[src/rtl/alu_seq.sv]
`default_nettype none
// ============================================================================
// Module      : alu_seq
// Description : Drives a shared 8-bit combinational ALU over several cycles
//               to run 16-bit ADD16 and 8x8->16 unsigned MUL8 commands.
// Revision    : 1.0 - initial release
// ============================================================================
module alu_seq #(
    parameter int          DATA_W = 8,
    parameter logic [3:0]  OP_ADD = 4'b0001,
    parameter logic [3:0]  OP_NOP = 4'b0000
) (
    input  logic                  clk,
    input  logic                  reset,
    input  logic                  cmd_valid,
    output logic                  cmd_ready,
    input  logic [1:0]            cmd_op,
    input  logic [2*DATA_W-1:0]   cmd_a,
    input  logic [2*DATA_W-1:0]   cmd_b,
    output logic                  rsp_valid,
    input  logic                  rsp_ready,
    output logic [2*DATA_W-1:0]   rsp_data,
    output logic                  rsp_carry,
    output logic                  rsp_err,
    output logic [3:0]            alu_op,
    output logic [DATA_W-1:0]     alu_a,
    output logic [DATA_W-1:0]     alu_b,
    input  logic [DATA_W-1:0]     alu_out,
    input  logic [2:0]            alu_flags
);

    localparam int                 c_CNT_W    = $clog2(DATA_W);
    localparam logic [c_CNT_W-1:0] c_MUL_LAST = c_CNT_W'(DATA_W - 1);

    typedef enum logic [2:0] {
        S_IDLE    = 3'd0,
        S_ADD_LO  = 3'd1,
        S_ADD_HI  = 3'd2,
        S_ADD_INC = 3'd3,
        S_MUL     = 3'd4,
        S_DONE    = 3'd5
    } state_t;

    state_t                r_state;
    state_t                w_state_nxt;
    logic [2*DATA_W-1:0]   r_a;
    logic [2*DATA_W-1:0]   r_b;
    logic [DATA_W-1:0]     r_hi;
    logic [DATA_W-1:0]     r_lo;
    logic                  r_c0;
    logic                  r_carry;
    logic                  r_err;
    logic [c_CNT_W-1:0]    r_cnt;

    logic                  w_c;
    logic                  w_unused_flags;

    assign w_c            = alu_flags[2];
    assign w_unused_flags = ^alu_flags[1:0];

    assign cmd_ready = (r_state == S_IDLE);
    assign rsp_valid = (r_state == S_DONE);
    assign rsp_data  = {r_hi, r_lo};
    assign rsp_carry = r_carry;
    assign rsp_err   = r_err;

    always_ff @(posedge clk) begin
        if (reset) begin
            r_state <= S_IDLE;
            r_a     <= '0;
            r_b     <= '0;
            r_hi    <= '0;
            r_lo    <= '0;
            r_c0    <= 1'b0;
            r_carry <= 1'b0;
            r_err   <= 1'b0;
            r_cnt   <= '0;
        end else begin
            r_state <= w_state_nxt;
            case (r_state)
                S_IDLE: begin
                    if (cmd_valid) begin
                        r_a     <= cmd_a;
                        r_b     <= cmd_b;
                        r_hi    <= '0;
                        // MUL8 keeps the multiplier in the low half of the product register
                        r_lo    <= (cmd_op == 2'b01) ? cmd_b[DATA_W-1:0] : '0;
                        r_c0    <= 1'b0;
                        r_carry <= 1'b0;
                        r_err   <= cmd_op[1];
                        r_cnt   <= '0;
                    end
                end
                S_ADD_LO: begin
                    r_lo <= alu_out;
                    r_c0 <= w_c;
                end
                S_ADD_HI: begin
                    r_hi    <= alu_out;
                    r_carry <= w_c;
                end
                S_ADD_INC: begin
                    r_hi    <= alu_out;
                    r_carry <= r_carry | w_c;
                end
                S_MUL: begin
                    r_hi  <= {w_c, alu_out[DATA_W-1:1]};
                    r_lo  <= {alu_out[0], r_lo[DATA_W-1:1]};
                    r_cnt <= r_cnt + 1'b1;
                end
                default: begin
                end
            endcase
        end
    end

    always_comb begin
        w_state_nxt = r_state;
        alu_op      = OP_NOP;
        alu_a       = '0;
        alu_b       = '0;
        case (r_state)
            S_IDLE: begin
                if (cmd_valid) begin
                    case (cmd_op)
                        2'b00:   w_state_nxt = S_ADD_LO;
                        2'b01:   w_state_nxt = S_MUL;
                        default: w_state_nxt = S_DONE;
                    endcase
                end
            end
            S_ADD_LO: begin
                alu_op      = OP_ADD;
                alu_a       = r_a[DATA_W-1:0];
                alu_b       = r_b[DATA_W-1:0];
                w_state_nxt = S_ADD_HI;
            end
            S_ADD_HI: begin
                alu_op      = OP_ADD;
                alu_a       = r_a[2*DATA_W-1:DATA_W];
                alu_b       = r_b[2*DATA_W-1:DATA_W];
                w_state_nxt = S_ADD_INC;
            end
            S_ADD_INC: begin
                alu_op      = OP_ADD;
                alu_a       = r_hi;
                alu_b       = {{(DATA_W-1){1'b0}}, r_c0};
                w_state_nxt = S_DONE;
            end
            S_MUL: begin
                alu_op = OP_ADD;
                alu_a  = r_hi;
                alu_b  = r_lo[0] ? r_a[DATA_W-1:0] : '0;
                if (r_cnt == c_MUL_LAST) begin
                    w_state_nxt = S_DONE;
                end
            end
            S_DONE: begin
                if (rsp_ready) begin
                    w_state_nxt = S_IDLE;
                end
            end
            default: begin
                w_state_nxt = S_IDLE;
            end
        endcase
    end

endmodule
`default_nettype wire

[config.mk]
export PLATFORM = sky130hd
export DESIGN_NAME = alu_seq
export DESIGN_NICKNAME = d
export VERILOG_FILES = /design/src/rtl/alu_seq.sv
export SDC_FILE = /design/constraint.sdc
export NUM_CORES = 1
export LEC_CHECK = 0
export BUFFER_PORTS_ARGS = -buffer_cell sky130_fd_sc_hd__buf_2
export CORE_UTILIZATION = 55
export DETAILED_ROUTE_END_ITERATION = 10
export PLACE_DENSITY = 0.9
export SETUP_SLACK_MARGIN = 0.5
export SYNTH_ARGS = -nofsm -noshare
export SYNTH_HDL_FRONTEND = slang
export SYNTH_SLANG_ARGS = --single-unit
[constraint.sdc]
create_clock -name clk -period 3.5 [get_ports clk]
set_input_delay 0.7 -clock clk [delete_from_list [all_inputs] [get_ports clk]]
set_output_delay 0.7 -clock clk [all_outputs]
set_load 0.02 [all_outputs]
## Word level (Yosys, flattened, before mapping)

Cells that the tools add are included.

| operators by class | value |
|---|---|
| bitwise operators | 1 |
| add/subtract/negate cells | 1 |
| mux-type cells | 19 |
| reduce and logical (&&, ||, !) cells | 17 |
| equality and inequality tests | 10 |

Operator list:

| kind | number |
|---|---|
| case mux 8 bit (3 select lines) | 3 |
| 2-to-1 mux 8 bit | 4 |
| case mux 8 bit (4 select lines) | 1 |
| case mux 3 bit (6 select lines) | 1 |
| 2-to-1 mux 3 bit | 4 |
| case mux 3 bit (2 select lines) | 2 |
| AND reduction 2 bit | 6 |
| equality test 3 bit, second input constant | 3 |
| nonzero test 3 bit | 3 |
| equality test 3 x 2 -> 1 bit, second input constant | 2 |
| != test 2 bit, second input constant | 2 |
| nonzero test 2 bit | 2 |
| OR reduction 2 bit | 2 |
| OR reduction 4 bit | 1 |
| adder 3 x 1 -> 3 bit, second input constant | 1 |
| equality test 3 x 1 -> 1 bit, second input constant | 1 |
| logical NOT 3 bit | 1 |
| case mux 1 bit (3 select lines) | 1 |
| AND reduction 3 bit | 1 |
| equality test 2 x 1 -> 1 bit, second input constant | 1 |
| logical NOT 2 bit | 1 |
| 2-to-1 mux 1 bit | 2 |
| != test 2 x 1 -> 1 bit, second input constant | 1 |
| case mux 1 bit (2 select lines) | 1 |
| OR 1 bit | 1 |

| storage, ports and cells | value |
|---|---|
| logic and storage cells | 57 |
| output and inout bits | 40 |
| register bits after elaboration | 57 |

## Longest topological paths before layout

| logic depth | value |
|---|---|
| depth after elaboration | 4 |
| depth in mapped cells | 7 |
| mapped depth without buffers | 5 |

## Least setup slack after synthesis

OpenSTA, ideal clock, no wires.

| timing | value |
|---|---|
| path kind | register to output |
| start | reg r_state[0] |
| end | out alu_a[0] |
| setup slack | 1.338 ns |
| data arrival time | 1.462 ns |
| cell stages (with the launch flop) | 7 |
| path buffers | 2 |
| cells stage by stage | dfxtp_1 > buf_4 > buf_4 > mux2i_1 > nor2_1 > a21oi_1 > o21ai_0 |

| between the ends | value |
|---|---|
| cells in the longest elaborated chain, start to end | 3 |
| elaborated cells between the ends (all ways) | 6 |

RTL lines:

| element | RTL line | text |
|---|---|---|
| from (decl) | 44 | `state_t r_state;` |
| from (signal assigned) | 79 | `r_state <= w_state_nxt;` |
| equality test 3 bit or equality test 3 x 2 -> 1 bit (tied branches) | 122 | `case (r_state)` |
| OR reduction 2 bit (no line) | n/a |  |
| case mux 8 bit (3 select lines) * | 122 |  |
| to (decl) | 26 | `output logic [DATA_W-1:0] alu_a,` |

Mark *: on every way between the ends. The rest lies on a longest branch, timed or not.

## Worst setup path after layout

| timing | value |
|---|---|
| start | reg r_state[0] |
| end | out alu_b[7] |

| between the ends | value |
|---|---|
| cells in the longest elaborated chain, start to end | 2 |
| elaborated cells between the ends (all ways) | 5 |

RTL lines:

| element | RTL line | text |
|---|---|---|
| equality test 3 bit (tied with other cells) | 122 |  |
| case mux 8 bit (4 select lines) * | 122 |  |
| to (decl) | 27 | `output logic [DATA_W-1:0] alu_b,` |

Marked as above.

==> results_dict.tcl <==
set metrics [dict create \
    status "complete, no violations" \
    die_area_um2 5570 \
    grtUsageTotal_pct 28.7 \
    ys_types 43 \
    rows 26 \
    post_layout_nonfiller_instances 519 \
    maxSlewViolCount 0 \
    most-common-layout-cells "nand2_1, buf_2, dfxtp_1, a21oi_1, nor2_1" \
    io_buffer_count 83 \
    yosys_warnings 0 \
    required_ns 2.80 \
    synthToLayoutAreaGrowth_pct 19.6 \
    insertion_delay_ns 0.34 \
    crit_type "reg -> out" \
    dp.cells 504 \
    arrival_ns 2.08 \
    r2r_slack_ns 1.21 \
    synthArstFlopShare_pct 0 \
    die_w_um 74.7 \
    ctsRootBufferMaster "clkbuf_8" \
    critPathMaxFanout 21 \
    grt_pass1_wl_um 11900 \
    start_util_pct 56.8 \
    grt_overflow 0 \
    power.density_nw_per_um2 763 \
    slowest_delay_ns 0.68 \
    synth_cells 375 \
    grt_pass1_vias 2584 \
    cts_hold_buffers 0 \
    antenna_found_initial 0 \
    skew_ns 0.00366 \
    n_antenna_cell 0 \
    fmax_mhz 360 \
    critPathCaptureType "primary output" \
    vdd_drop_max_mv 0.431 \
    drv_cap 0 \
    synth_area_per_cell_um2 7.74 \
    hold_path_class "reg -> reg" \
    total_leakage_power_nw 1.50 \
    slew_headroom_pct 31.6 \
    syn_area_um2 2900 \
    coreArea_um2 5110 \
    worstMarginPinSlew_ns 1.03 \
    synth-main-ff-cell "dfxtp_1" \
    via_count 2989 \
    cts_max_path_buffers 2 \
    final_common_cell "nand2_1" \
    dr.pass1.iters 6 \
    routabilityCongestion 0.844 \
    hold_violations 0 \
    critical_path.cell_chain "nor2b_1 -> and2_1 -> a222oi_1 -> inv_1 -> buf_2" \
    period_share_pct 79.3 \
    synth-seq-area-share_pct 39.3 \
    cts_resized 2 \
    layout-drive-gt1-share_pct 26.3 \
    setup_tns_ns 0 \
    drc 0 \
    wl_um 7680 \
    ant_nets 0 \
    fin_nets 496 \
    clkSlewWorstSetupHoldPaths_ns 0.06 \
    cp_slowest_cell "dfxtp_2" \
    hpwl_um 5450 \
    cts_max_level 3 \
    grt_max_degree 59 \
    wl_per_cell_um 14.8 \
    pre_cts_slack_ns 0.725 \
    dr.first_iter.drc_count 324 \
    timing.final.setup_violations 0 \
    ys_ff_latch 57 \
    die_h_um 74.7 \
    vias_per_cell 5.76 \
    cts_tree "yes" \
    layout_min_cycle_time_ns 2.78 \
    startpoint_type "flip-flop" \
    io_pins 89 \
    cts_made_buffers 9 \
    n_fill_cell 436 \
    synth_edf_count 0 \
    setup_ws_ns 0.723 \
    cts_setup_buffers 0 \
    whs_ns 0.450 \
    clock-sinks 57 \
    rsz0062_at_grt "false" \
]
[logic make-up after synthesis]
group / share of synthesized area [%]
compound gates: 26.0
xor+xnor: 0.604
fa+ha+maj: 0.862
buf+inv: 7.72
flops: 39.3
mux: 4.57
other cells: 0.129
simple gates: 20.8
[cell type report]
cell class              instances  area [um2]  share of cell area [%]
flip-flops and latches         57        1140                    33.0
inverters                      10        37.5                    1.08
clock inverters                 3        15.0                   0.432
clock buffers                  12         165                    4.76
multi-input cells             277        1550                    44.8
repair buffers                 90         468                    13.5
well taps                      70        87.6                    2.52
[worst max-delay path: cells and delay by family (launching register included)]
kind / cells / cell delay (ns)
AO/OA/AOI/OAI: 1 / 0.16
buffers and inverters: 2 / 0.25
flip-flops: 1 / 0.68
AND/OR/NAND/NOR: 2 / 0.65
[registers in the layout, summed over array words and instances (netlist names)]
signal and flops:
rsp_err 1, r_hi 8, rsp_carry 1, r_lo 8
r_state 3, r_c0 1, r_cnt 3, r_a 16
r_b 16
[where the power goes]
part / total [mW] / switching [mW] / leakage, nW / internal, mW
Sequential: 0.985 / 0.179 / 0.469 / 0.806
Clock: 0.553 / 0.246 / 0.0980 / 0.307
Combinational: 1.11 / 0.699 / 0.932 / 0.411
[cells in the mapped netlist, types with 2 or more instances]
library cell   n  area (um2)
nand2_1       84         315
dfxtp_1       57        1140
a21oi_1       46         230
nor2_1        44         165
o21ai_0       18        90.1
buf_2         11        55.1
clkbuf_1      11        41.3
mux2i_1       11         110
inv_1          9        33.8
a311oi_1       8        70.1
o21a_1         8        60.1
o22ai_1        8        50.1
a222oi_1       7        70.1
buf_4          7        52.6
a2111oi_1      6        60.1
a22oi_1        3        22.5
buf_6          3        33.8
nand3_1        3        15.0
a2111oi_0      2        17.5
ha_1           2        25.0
nand2b_1       2        12.5
nor3_1         2        10.0
o211ai_1       2        15.0
o31ai_1        2        15.0
[metal layers]
metal	up-vias	GRT usage, %	share of wire (%)
li1	1440	-	-
met1	1368	36.8	43
met2	162	44.9	46
met3	19	6.69	8.5
met4	0	15.3	2.6
met5	-	0	0
[metrics by stage]
stage	utilization [%]	power, mW	area (um2)
finish	68.0	2.65	3470
global route	68.0	2.81	3470
CTS	67.9	2.64	3470
detailed placement	64.2	2.08	3280
global placement	64.2	2.05	3280
floorplan	-	1.80	2910
[worst paths after layout]
path               to  cells past startpoint       start
min reg2reg   rsp_err                      2     rsp_err
max          alu_b[7]                      5  r_state[0]
max reg2reg    r_b[5]                      5  r_state[0]
min           rsp_err                      2     rsp_err
(Power assumes the default switching activity.)
